**src/rtl/lc3_agu_pipe.sv**
```systemverilog
// LC-3 address generation unit: base (PC/SR1) + sign-extended IR offset into a 2-entry output queue.
// Latency: 1 cycle (accept at edge N, head visible in cycle N+1); 1 request/cycle with consumer ready.
// Backpressure: o_in_ready drops when both entries are held; LC3_AGU_ACV_EN adds a user-space ACV flag.
module lc3_agu_pipe #(
    parameter int                DATA_W  = 16,
    parameter int                OFF0_W  = 6,
    parameter int                OFF1_W  = 9,
    parameter int                OFF2_W  = 11,
    parameter logic [DATA_W-1:0] USER_LO = 'h3000,
    parameter logic [DATA_W-1:0] USER_HI = 'hFE00
) (
    input  logic              i_clk,
    input  logic              i_rst_n,
    input  logic              i_flush,
    input  logic              i_in_valid,
    output logic              o_in_ready,
    input  logic [DATA_W-1:0] i_pc,
    input  logic [DATA_W-1:0] i_sr1,
    input  logic              i_addr1_sel,
    input  logic [1:0]        i_addr2_sel,
    input  logic [OFF0_W-1:0] i_off0,
    input  logic [OFF1_W-1:0] i_off1,
    input  logic [OFF2_W-1:0] i_off2,
    input  logic              i_user,
    output logic              o_out_valid,
    input  logic              i_out_ready,
    output logic [DATA_W-1:0] o_addr,
    output logic              o_acv
);

    logic [DATA_W-1:0] base;
    logic [DATA_W-1:0] offset;
    logic [DATA_W-1:0] sum;

    always_comb begin
        base   = i_addr1_sel ? i_sr1 : i_pc;
        offset = '0;
        case (i_addr2_sel)
            2'b01:   offset = {{(DATA_W-OFF0_W){i_off0[OFF0_W-1]}}, i_off0};
            2'b10:   offset = {{(DATA_W-OFF1_W){i_off1[OFF1_W-1]}}, i_off1};
            2'b11:   offset = {{(DATA_W-OFF2_W){i_off2[OFF2_W-1]}}, i_off2};
            default: offset = '0;
        endcase
        sum = base + offset;
    end

    logic [DATA_W-1:0] addr_q [2];
    logic              wr_ptr_q, wr_ptr_d;
    logic              rd_ptr_q, rd_ptr_d;
    logic [1:0]        count_q, count_d;
    logic              push, pop, wr_en;

    assign o_in_ready  = (count_q != 2'd2);
    assign o_out_valid = (count_q != 2'd0);
    assign push        = i_in_valid && o_in_ready;
    assign pop         = o_out_valid && i_out_ready;
    assign wr_en       = push && !i_flush;
    assign o_addr      = addr_q[rd_ptr_q];

    // Flush wins over any same-cycle push/pop; stored data is left in place.
    always_comb begin
        wr_ptr_d = wr_ptr_q;
        rd_ptr_d = rd_ptr_q;
        count_d  = count_q;
        if (i_flush) begin
            wr_ptr_d = 1'b0;
            rd_ptr_d = 1'b0;
            count_d  = 2'd0;
        end else begin
            if (push) wr_ptr_d = ~wr_ptr_q;
            if (pop)  rd_ptr_d = ~rd_ptr_q;
            count_d = count_q + 2'(push) - 2'(pop);
        end
    end

    always_ff @(posedge i_clk or negedge i_rst_n) begin
        if (!i_rst_n) begin
            wr_ptr_q <= 1'b0;
            rd_ptr_q <= 1'b0;
            count_q  <= 2'd0;
            for (int i = 0; i < 2; i++) addr_q[i] <= '0;
        end else begin
            wr_ptr_q <= wr_ptr_d;
            rd_ptr_q <= rd_ptr_d;
            count_q  <= count_d;
            if (wr_en) addr_q[wr_ptr_q] <= sum;
        end
    end

`ifdef LC3_AGU_ACV_EN
    logic acv_q [2];
    logic acv_new;

    assign acv_new = i_user && ((sum < USER_LO) || (sum >= USER_HI));
    assign o_acv   = acv_q[rd_ptr_q];

    always_ff @(posedge i_clk or negedge i_rst_n) begin
        if (!i_rst_n) begin
            for (int i = 0; i < 2; i++) acv_q[i] <= 1'b0;
        end else if (wr_en) begin
            acv_q[wr_ptr_q] <= acv_new;
        end
    end
`else
    // Privilege and user-space bounds only matter when the ACV check is built.
    logic unused_cfg;
    assign unused_cfg = ^{USER_LO, USER_HI, i_user};
    assign o_acv      = 1'b0;
`endif

endmodule
```
**config.mk**
```make
export PLATFORM = sky130hd
export DESIGN_NAME = lc3_agu_pipe
export DESIGN_NICKNAME = d
export VERILOG_FILES = /design/src/rtl/lc3_agu_pipe.sv
export SDC_FILE = /design/constraint.sdc
export NUM_CORES = 1
export LEC_CHECK = 0
export CORE_ASPECT_RATIO = 0.9
export CORE_MARGIN = 1
export CORE_UTILIZATION = 48
export DETAILED_ROUTE_END_ITERATION = 7
export PLACE_DENSITY = 0.92
export SYNTH_ARGS = -nofsm -noshare
export SYNTH_HDL_FRONTEND = slang
export SYNTH_SLANG_ARGS = --single-unit
```
**constraint.sdc**
```tcl
create_clock -name i_clk -period 2.1 [get_ports i_clk]
set_clock_uncertainty 0.2 [all_clocks]
set_input_delay 0.42 -clock i_clk [delete_from_list [all_inputs] [get_ports i_clk]]
set_output_delay 0.42 -clock i_clk [all_outputs]
set_load 0.05 [all_outputs]
```
Word-level counts from Yosys, hierarchy flattened
Index checks and enable logic that the tools add are counted.
Widths: inputs -> output; s select.

word-level totals
  word-level logic and storage cells = 40
  flip-flop bits (word level) = 36
  output and inout bits = 19
  input port bits = 67

cells by class
  order comparisons = 3
  muxes and demuxes = 13
  add/sub/neg operators = 3
  reductions and logical operators = 8
  bitwise gates (word level) = 4
  eq/ne operators = 4

operators with widths
  operator            count
  $mux 16             5
  $pmux 16 s3         1
  $bwmux 32           1
  $add 16x16->16      1
  $demux 16 s1        1
  $reduce_bool 2->1   3
  $eq 2x2->1 const B  2
  $ge 2x2->1 const B  2
  $logic_and 1x1->1   4
  $mux 1              4
  $not 1->2           2
  $add 2x1->2         1
  $eq 2x1->1 const B  1
  $lt 2x1->1 const B  1
  $mux 2              1
  $ne 2x2->1 const B  1
  $not 1->1           2
  $sub 2x1->2         1
  $logic_not 1->1     1

Depth between registers and ports, before layout
Gate-level depths: netlist (run 1).

  depth in word-level cells = 6
  gate-level depth with buffers = 13
  depth with buffers taken out = 13

Least setup slack after synthesis (run 1)
No wires, ideal clock.

  path type = input to register
  start = input i_addr1_sel
  end = register addr_q[29] (netlist name)
  cell stages on the path = 12
  required time = 1.835 ns
  library setup time = 0.065 ns
  buffers on the path = 3
  arrival = 3.048 ns
  path slack = -1.213 ns
  path through = buf_2 > buf_1 > mux2_2 > ha_1 > buf_2 > a21oi_1 > o21ai_0 > and2_1 > o21ai_2 > mux2_4 > nor4_2 > mux2_2

on the way
  word-level cells in the longest chain between the ends = 3

RTL lines
  what                            line  text
  start: declaration              19    input logic i_addr1_sel,
  $mux 16                         36    base = i_addr1_sel ? i_sr1 : i_pc;
  $add 16x16->16                  44    sum = base + offset;
  $bwmux 32                       86    if (wr_en) addr_q[wr_ptr_q] <= sum;
  end signal: indexed assignment  86
  end: declaration                47    logic [DATA_W-1:0] addr_q [2];

Every way passes these cells.
A chain may end at the register's enable or synchronous reset.

Worst setup path after layout (run 1)
  start = input i_addr2_sel[0]
  end = register addr_q[14] (netlist name)

on the way
  word-level cells in the longest chain between the ends = 4
  elaborated cells between the ends (all ways) = 6
  those cells by class = add/sub (1); eq/ne (3); mux (2)

RTL lines
  what                                      line  text
  start: declaration                        20    input logic [1:0] i_addr2_sel,
  $eq 2x2->1 or $eq 2x1->1 (tied branches)  38    case (i_addr2_sel)
  $pmux 16 s3 (*)                           38
  $add 16x16->16 (*)                        44
  $bwmux 32 (*)                             86

Every way passes the cells marked *; elsewhere a longest branch is shown, timed or not.

==> impl_metrics.yaml, run 1 <==
final_layout:
  layout_cells_sized_above_1: 0.501
  n_antenna_cell: 0
  layoutNonFillerInstCount: 515
  layout_commonest_cell: "buf_4"
  fill_cells: 281
  layout.cells.most_common_list: "buf_4, clkdlybuf4s50_1, dfrtp_1"
  layout.nets: 527
  synthToLayoutAreaGrowth_pct: 68.6
grt:
  via_count_of_the_first_global_routing_pass: 3238
  track_usage: 0.335
  grt_pass1_wl_um: 16000
  global_route.overflow_total: 0
  grt_antenna_before_repair: 0
  maximum_number_of_pins_on_one_net_before_global_route_repair: 37
placement:
  dpl_worst_slack_ns: -1.50
  portBuffers: 83
  dp_cells: 483
  dp_hpwl_um: 6100
  gp_congestion: 0.912
sta:
  final_period_minus_worst_setup_slack_ns: 2.84
  relative_max_transition_margin: 0.660
  worst_hold_slack_ns: 0.305
  slew_viol_final: 0
  layout_worst_path_cycle_share: 1.35
  worstMarginPinSlew_ns: 0.509
  number_of_hold_violations_in_the_final_report: 0
  maxClockFrequency_mhz: 352
  finalWorstSetupSlack_ns: -0.744
  grt_setup_unrepaired: "true"
  final-setup-viol-count: 25
  setup-tns-final_ns: -14.00
logic_synthesis:
  synth_mux_area_frac: 0.240
  synth-seq-cells: 36
  netlist-cell-type-count: 51
  post_synth_adder_cell_area: 0.0771
  post_synth_and_or_nand_nor_area_fraction: 0.157
  synth_warnings: 0
  ys_seq_area_frac: 0.319
  synthCells: 295
  synth.cell_area_um2: 2820
  synth-edff-count: 0
  synth_fp_nets: 378
  synth_ff_type: "dfrtp_1"
  synth_top_family_by_area: "multiplexers"
  async_reset_ff_frac: 1.00
  synthesis.area_per_instance_um2: 9.57
  synth_xor_area_frac: 0.0550
  synth_compound_area_frac: 0.118
floorplan:
  fp.coreArea_um2: 5660
  die-height_um: 74.8
  initial_utilization: 0.499
  io_pins: 86
  placementRows: 26
  die_x_um: 82.8
  dieArea_um2: 6190
power:
  power.ir.vdd_worst_uv: 1070
  power_w: 0.00505
  power-per-cell-area_nw_per_um2: 1060
  cellLeakagePower_nw: 2.21
drt:
  routed-via-count: 3059
  residual_drc: 0
  route.final.wire_length_um: 11100
  wire_per_inst_um: 21.5
  dr.first_iter.drc_count: 225
  detail_route.vias_per_cell: 5.94
  drt.antenna.violating_nets: 0
  detail_route.first_pass.iterations: 4
cts:
  cts_num_sinks: 36
  cts_hold_buf: 0
  cts_root_buf: "clkbuf_8"
  numCtsBuffers: 5
  cts_buffer_depth: 2
  worst_skew_pair.late_latency_ns: 0.28
  clock_edge_transition_at_the_registers_on_the_reported_setup_and_hold_paths_ns: 0.09
  tritoncts: "built"
  cts.htree.levels: 2
critical_path:
  timing.critical_path.required_ns: 2.09
  critPathLaunchType: "input port"
  critical_path_class: "in -> reg"
  critPathArrivalTime_ns: 2.84
  critical_path_peak_fanout: 4
  reg2reg_setup_slack_ns: 0.01
  worst_setup_path_end_kind: "flop"
job:
  drv.max_cap_violation_count: 0
run_status:
  violations: "setup timing"
  status: "complete, but fails checks"
worst_hold_path:
  worst_hold_path_type: "reg -> reg"
state kept, by name, summed over array words and instances (netlist names):
signal	count
count_q	2
rd_ptr_q	1
wr_ptr_q	1
addr_q	32
final timing paths:
check,from,to,cells after the start
worst max-delay path,i_addr2_sel[0],addr_q[14]$_DFFE_PN0P_,15
worst min-delay path,addr_q[26]$_DFFE_PN0P_,addr_q[26]$_DFFE_PN0P_,2
worst max register to register,count_q[1]$_DFF_PN0_,count_q[1]$_DFF_PN0_,8
worst min register to register,addr_q[26]$_DFFE_PN0P_,addr_q[26]$_DFFE_PN0P_,2
max in group asynchronous,i_rst_n,addr_q[12]$_DFFE_PN0P_,2
min in group asynchronous,i_rst_n,addr_q[2]$_DFFE_PN0P_,2
layer usage:
layer / vias up / wire, um / global-route usage
met3: 69 / 604 / 0.0614
met5: - / 0 / 0
li1: 1347 / - / -
met4: 0 / 775 / 0.222
met1: 1477 / 4100 / 0.352
met2: 166 / 5620 / 0.635
power by group:
part / internal, W / switching [W] / leakage (nW) / total (W)
Clock: 0.000268 / 0.000265 / 0.0455 / 0.000533
Sequential: 0.00103 / 0.000227 / 0.441 / 0.00125
Combinational: 0.00143 / 0.00184 / 1.73 / 0.00327
Total: 0.00273 / 0.00233 / 2.21 / 0.00505
Yosys cell counts (all sizes together) (2+ instances only):
cell | instances | area share
o21bai | 2 | 0.0053
ha | 15 | 0.066
nor2 | 13 | 0.017
o21a | 2 | 0.0053
o21ai | 23 | 0.042
buf | 8 | 0.016
and2 | 2 | 0.0044
a31oi | 2 | 0.0044
nand4 | 4 | 0.0089
and3 | 2 | 0.0044
or3 | 2 | 0.0044
a21oi | 17 | 0.031
mux2 | 50 | 0.20
xnor2 | 10 | 0.036
nand3b | 3 | 0.0080
nand2b | 4 | 0.0089
mux2i | 11 | 0.039
nand2 | 38 | 0.051
nand3 | 5 | 0.0089
nor3b | 3 | 0.0097
a21o | 4 | 0.011
dfrtp | 36 | 0.32
inv | 6 | 0.0098
nor2b | 5 | 0.011
xor2 | 6 | 0.019
clkbuf | 5 | 0.0066
nor3 | 3 | 0.0053
worst max-delay path, cell delays in order:
cell and delay (ns):
buf_8 0.11, buf_6 0.11, mux2i_2 0.14, o21ai_2 0.16, ha_4 0.16, inv_2 0.05, fa_2 0.38, nor2b_4 0.17
o31a_1 0.21, o21bai_2 0.12, nor3b_4 0.17, buf_6 0.14, nand2_4 0.08, o311ai_4 0.10, mux2_4 0.31
area by class of cell:
cell class,count,area [um^2],area share
Multi-Input combinational cell,240,2320,0.487
Inverter,6,31.3,0.00657
Tap cell,70,87.6,0.0184
Sequential cell,36,901,0.189
Timing Repair Buffer,155,1330,0.280
Clock buffer,8,90.1,0.0189
logic make-up (layout without fill, tap and decap cells):
| kind of cell | after synthesis | in the layout |
|---|---|---|
| buffers and inverters | 19 | 169 |
| adder cells (fa/ha/maj) | 17 | 17 |
| flip-flops | 36 | 36 |
| other | 1 | 1 |
| AND/OR/NAND/NOR | 89 | 89 |
| AO/OA/AOI/OAI | 56 | 56 |
| multiplexers | 61 | 61 |
| XOR/XNOR | 16 | 16 |
metrics by stage:
stage | instance area (um^2) | util
after global placement | 4150 | 0.733
after global routing | 4760 | 0.841
after CTS | 4600 | 0.813
final | 4760 | 0.841
after floorplan | 3010 | -
after detailed placement | 4150 | 0.733
repair_timing:
action	in CTS	in global routing
pin swaps	47	27
resized for setup	108	30
setup buffers	19	11
endpoints found under the setup margin	30	25
(Power assumes the default switching activity.)
==> run 2: changes to the inputs <==
--- a/config.mk
+++ b/config.mk
@@ -5,6 +5,7 @@
 export SDC_FILE = /design/constraint.sdc
 export NUM_CORES = 1
 export LEC_CHECK = 0
+export CAP_MARGIN = 5
 export CORE_ASPECT_RATIO = 0.9
 export CORE_MARGIN = 1
 export CORE_UTILIZATION = 48
==> constraint.sdc (replaced) <==
create_clock -name i_clk -period 2.1 [get_ports i_clk]
set_clock_uncertainty 0.2 [all_clocks]
set_input_delay 0.42 -clock i_clk [delete_from_list [all_inputs] [get_ports i_clk]]
set_output_delay 0.42 -clock i_clk [all_outputs]
set_load 0.005 [all_outputs]
==> run 2 against run 1 <==
  * The run still ends with setup timing left
  * Flip-flop and latch count did not move
  * Total power fell by 9.3%
  * Global-route usage rose by 2.5 points
  * Fmax fell by 3.6%
  * Cell count rose by 3.3%
  * Clock-buffer cell count did not move
  * Non-clock buffer count rose by 16
  * Die area did not move
  * Combinational power fell by 15%
  * Highest routed layer unchanged
==> impl_metrics.yaml, run 2 (synthesis results as in run 1) <==
run_status:
  status: "complete, but fails checks"
  violations: "setup timing"
final_layout:
  largestRegisters: "addr_q (32), count_q (2)"
  synthToLayoutAreaGrowth_pct: 79.1
  layout_cells_sized_above_1: 0.514
  regMostFlops: "addr_q"
  final_area_um2: 5050
  layout.cells.most_common_list: "buf_4, dfrtp_1, clkdlybuf4s50_1"
  largest_register_ff_count: 32
  layout.nets: 543
  fill_cells: 235
  layout_commonest_cell: "buf_4"
  finish.utilization: 0.893
sta:
  number_of_hold_violations_in_the_final_report: 0
  finalWorstSetupSlack_ns: -0.849
  final_period_minus_worst_setup_slack_ns: 2.95
  layout_worst_path_cycle_share: 1.40
  maxClockFrequency_mhz: 339
  setup-tns-final_ns: -15.76
  slew_viol_final: 0
  grt_setup_unrepaired: "true"
  final-setup-viol-count: 28
power:
  power.ir.vdd_worst_uv: 773
  power-per-cell-area_nw_per_um2: 907
  cellLeakagePower_nw: 2.40
critical_path:
  worst_r2r_path_depth: 8
  worst_setup_path_end_kind: "flop"
  timing.critical_path.cells: "buf_8 > buf_6 > buf_4 > mux2i_1 > o21ai_2 > ha_4 > nor2b_4 > o31a_1 > buf_4 > o21ai_2 > nand2b_1 > a21oi_2 > mux2i_1 > nand3_1"
  timing.critical_path.required_ns: 2.08
  critPathLaunchType: "input port"
  crit_path_max_incr_delay_ns: 0.31
  critPathArrivalTime_ns: 2.93
  reg2reg_setup_slack_ns: -0.01
  critical_path_peak_fanout: 4
  crit-reg2reg-launch: "count_q[1]$_DFF_PN0_"
  critical_path_class: "in -> reg"
  timing.rr.end: "count_q[1]$_DFF_PN0_"
  cp_slowest_cell: "mux2i_1"
worst_hold_path:
  worst_hold_startpoint: "addr_q[19]$_DFFE_PN0P_"
  min_to: "addr_q[19]$_DFFE_PN0P_"
  worst_hold_path_type: "reg -> reg"
  hold-path-cell-count: 2
placement:
  portBuffers: 83
  dpl_worst_slack_ns: -1.47
  post_dp_cell_area_um2: 4190
  dp_hpwl_um: 6020
  gp_congestion: 0.928
cts:
  cts.htree.levels: 2
  numCtsBuffers: 5
  cts_hold_buf: 0
  worst_skew_pair.late_latency_ns: 0.30
  cts_buffer_depth: 2
  tritoncts: "built"
  cts_root_buf: "clkbuf_8"
  cts_num_sinks: 36
  clock_edge_transition_at_the_registers_on_the_reported_setup_and_hold_paths_ns: 0.07
grt:
  track_usage: 0.361
  grt_pass1_wl_um: 17000
  grt_antenna_before_repair: 0
  global_route.overflow_total: 0
  via_count_of_the_first_global_routing_pass: 3317
  maximum_number_of_pins_on_one_net_before_global_route_repair: 37
drt:
  routed-via-count: 3443
  m1WireLength_um: 4720
  route.final.wire_length_um: 14000
  detail_route.vias_per_cell: 6.47
  met3_wirelength_um: 1250
  route.met2.wl_um: 6680
  residual_drc: 0
  drt.antenna.violating_nets: 0
  top_layer: "met4"
  wire_per_inst_um: 26.2
  detail_route.first_pass.iterations: 6
  dr.first_iter.drc_count: 270
floorplan:
  placementRows: 26
  die_x_um: 82.8
  die-height_um: 74.8
  fp.coreArea_um2: 5660
  dieArea_um2: 6190
  initial_utilization: 0.499
  io_pins: 86
job:
  drv.max_cap_violation_count: 0
## run 2: worst max path at each step
stage,from,to,slack [ns],depth (start not counted)
after floorplan,i_addr1_sel,addr_q[29]$_DFFE_PN0P_,-0.69,12
after CTS,i_pc[1],addr_q[8]$_DFFE_PN0P_,-0.60,12
final,i_addr2_sel[0],addr_q[8]$_DFFE_PN0P_,-0.85,14
after global routing,i_addr2_sel[1],addr_q[8]$_DFFE_PN0P_,-0.89,15
after global placement,i_addr2_sel[0],addr_q[14]$_DFFE_PN0P_,-1.31,13
after detailed placement,i_addr2_sel[0],addr_q[14]$_DFFE_PN0P_,-1.47,13
## run 2: cell type report
class | instances | area [um^2] | area share
well taps | 70 | 87.6 | 0.0173
repair buffers | 171 | 1560 | 0.308
flip-flops and latches | 36 | 901 | 0.178
clock buffers | 8 | 90.1 | 0.0178
diodes | 1 | 2.50 | 0.000495
inverters | 6 | 27.5 | 0.00545
multi-input cells | 240 | 2390 | 0.473
## run 2: metal layers
layer,track usage,vias to the layer above
li1,-,1385
met1,0.396,1644
met2,0.664,292
met3,0.0921,122
met4,0.186,0
met5,0,-
## run 2: worst max-delay path, delay by kind of cell
kind,cells,cell delay [ns]
AND/OR/NAND/NOR,3,0.38
multiplexers,2,0.55
AO/OA/AOI/OAI,4,0.81
buffers and inverters,4,0.54
adder cells (fa/ha/maj),1,0.23
## run 2: where the power goes
part           leakage [nW]  total, W  internal [W]  switching (W)
combinational          1.92   0.00277       0.00152        0.00125
clock                0.0455  0.000540      0.000268       0.000272
sequential            0.441   0.00128       0.00103       0.000250
## run 2: stage by stage
stage	cells	total power (W)	hold WS (ns)
CTS	521	0.00402	0.286
global route	531	0.00474	0.330
floorplan	295	0.00230	-0.0756
finish	532	0.00459	0.315
global placement	483	0.00317	0.254
detailed placement	483	0.00327	0.268
## run 2: what timing repair did
action / in CTS / in global routing
setup buffers: 29 / 12
setup endpoints to repair: 46 / 43
pin swaps: 47 / 24
resized for setup: 141 / 71
gates cloned: 2 / 0
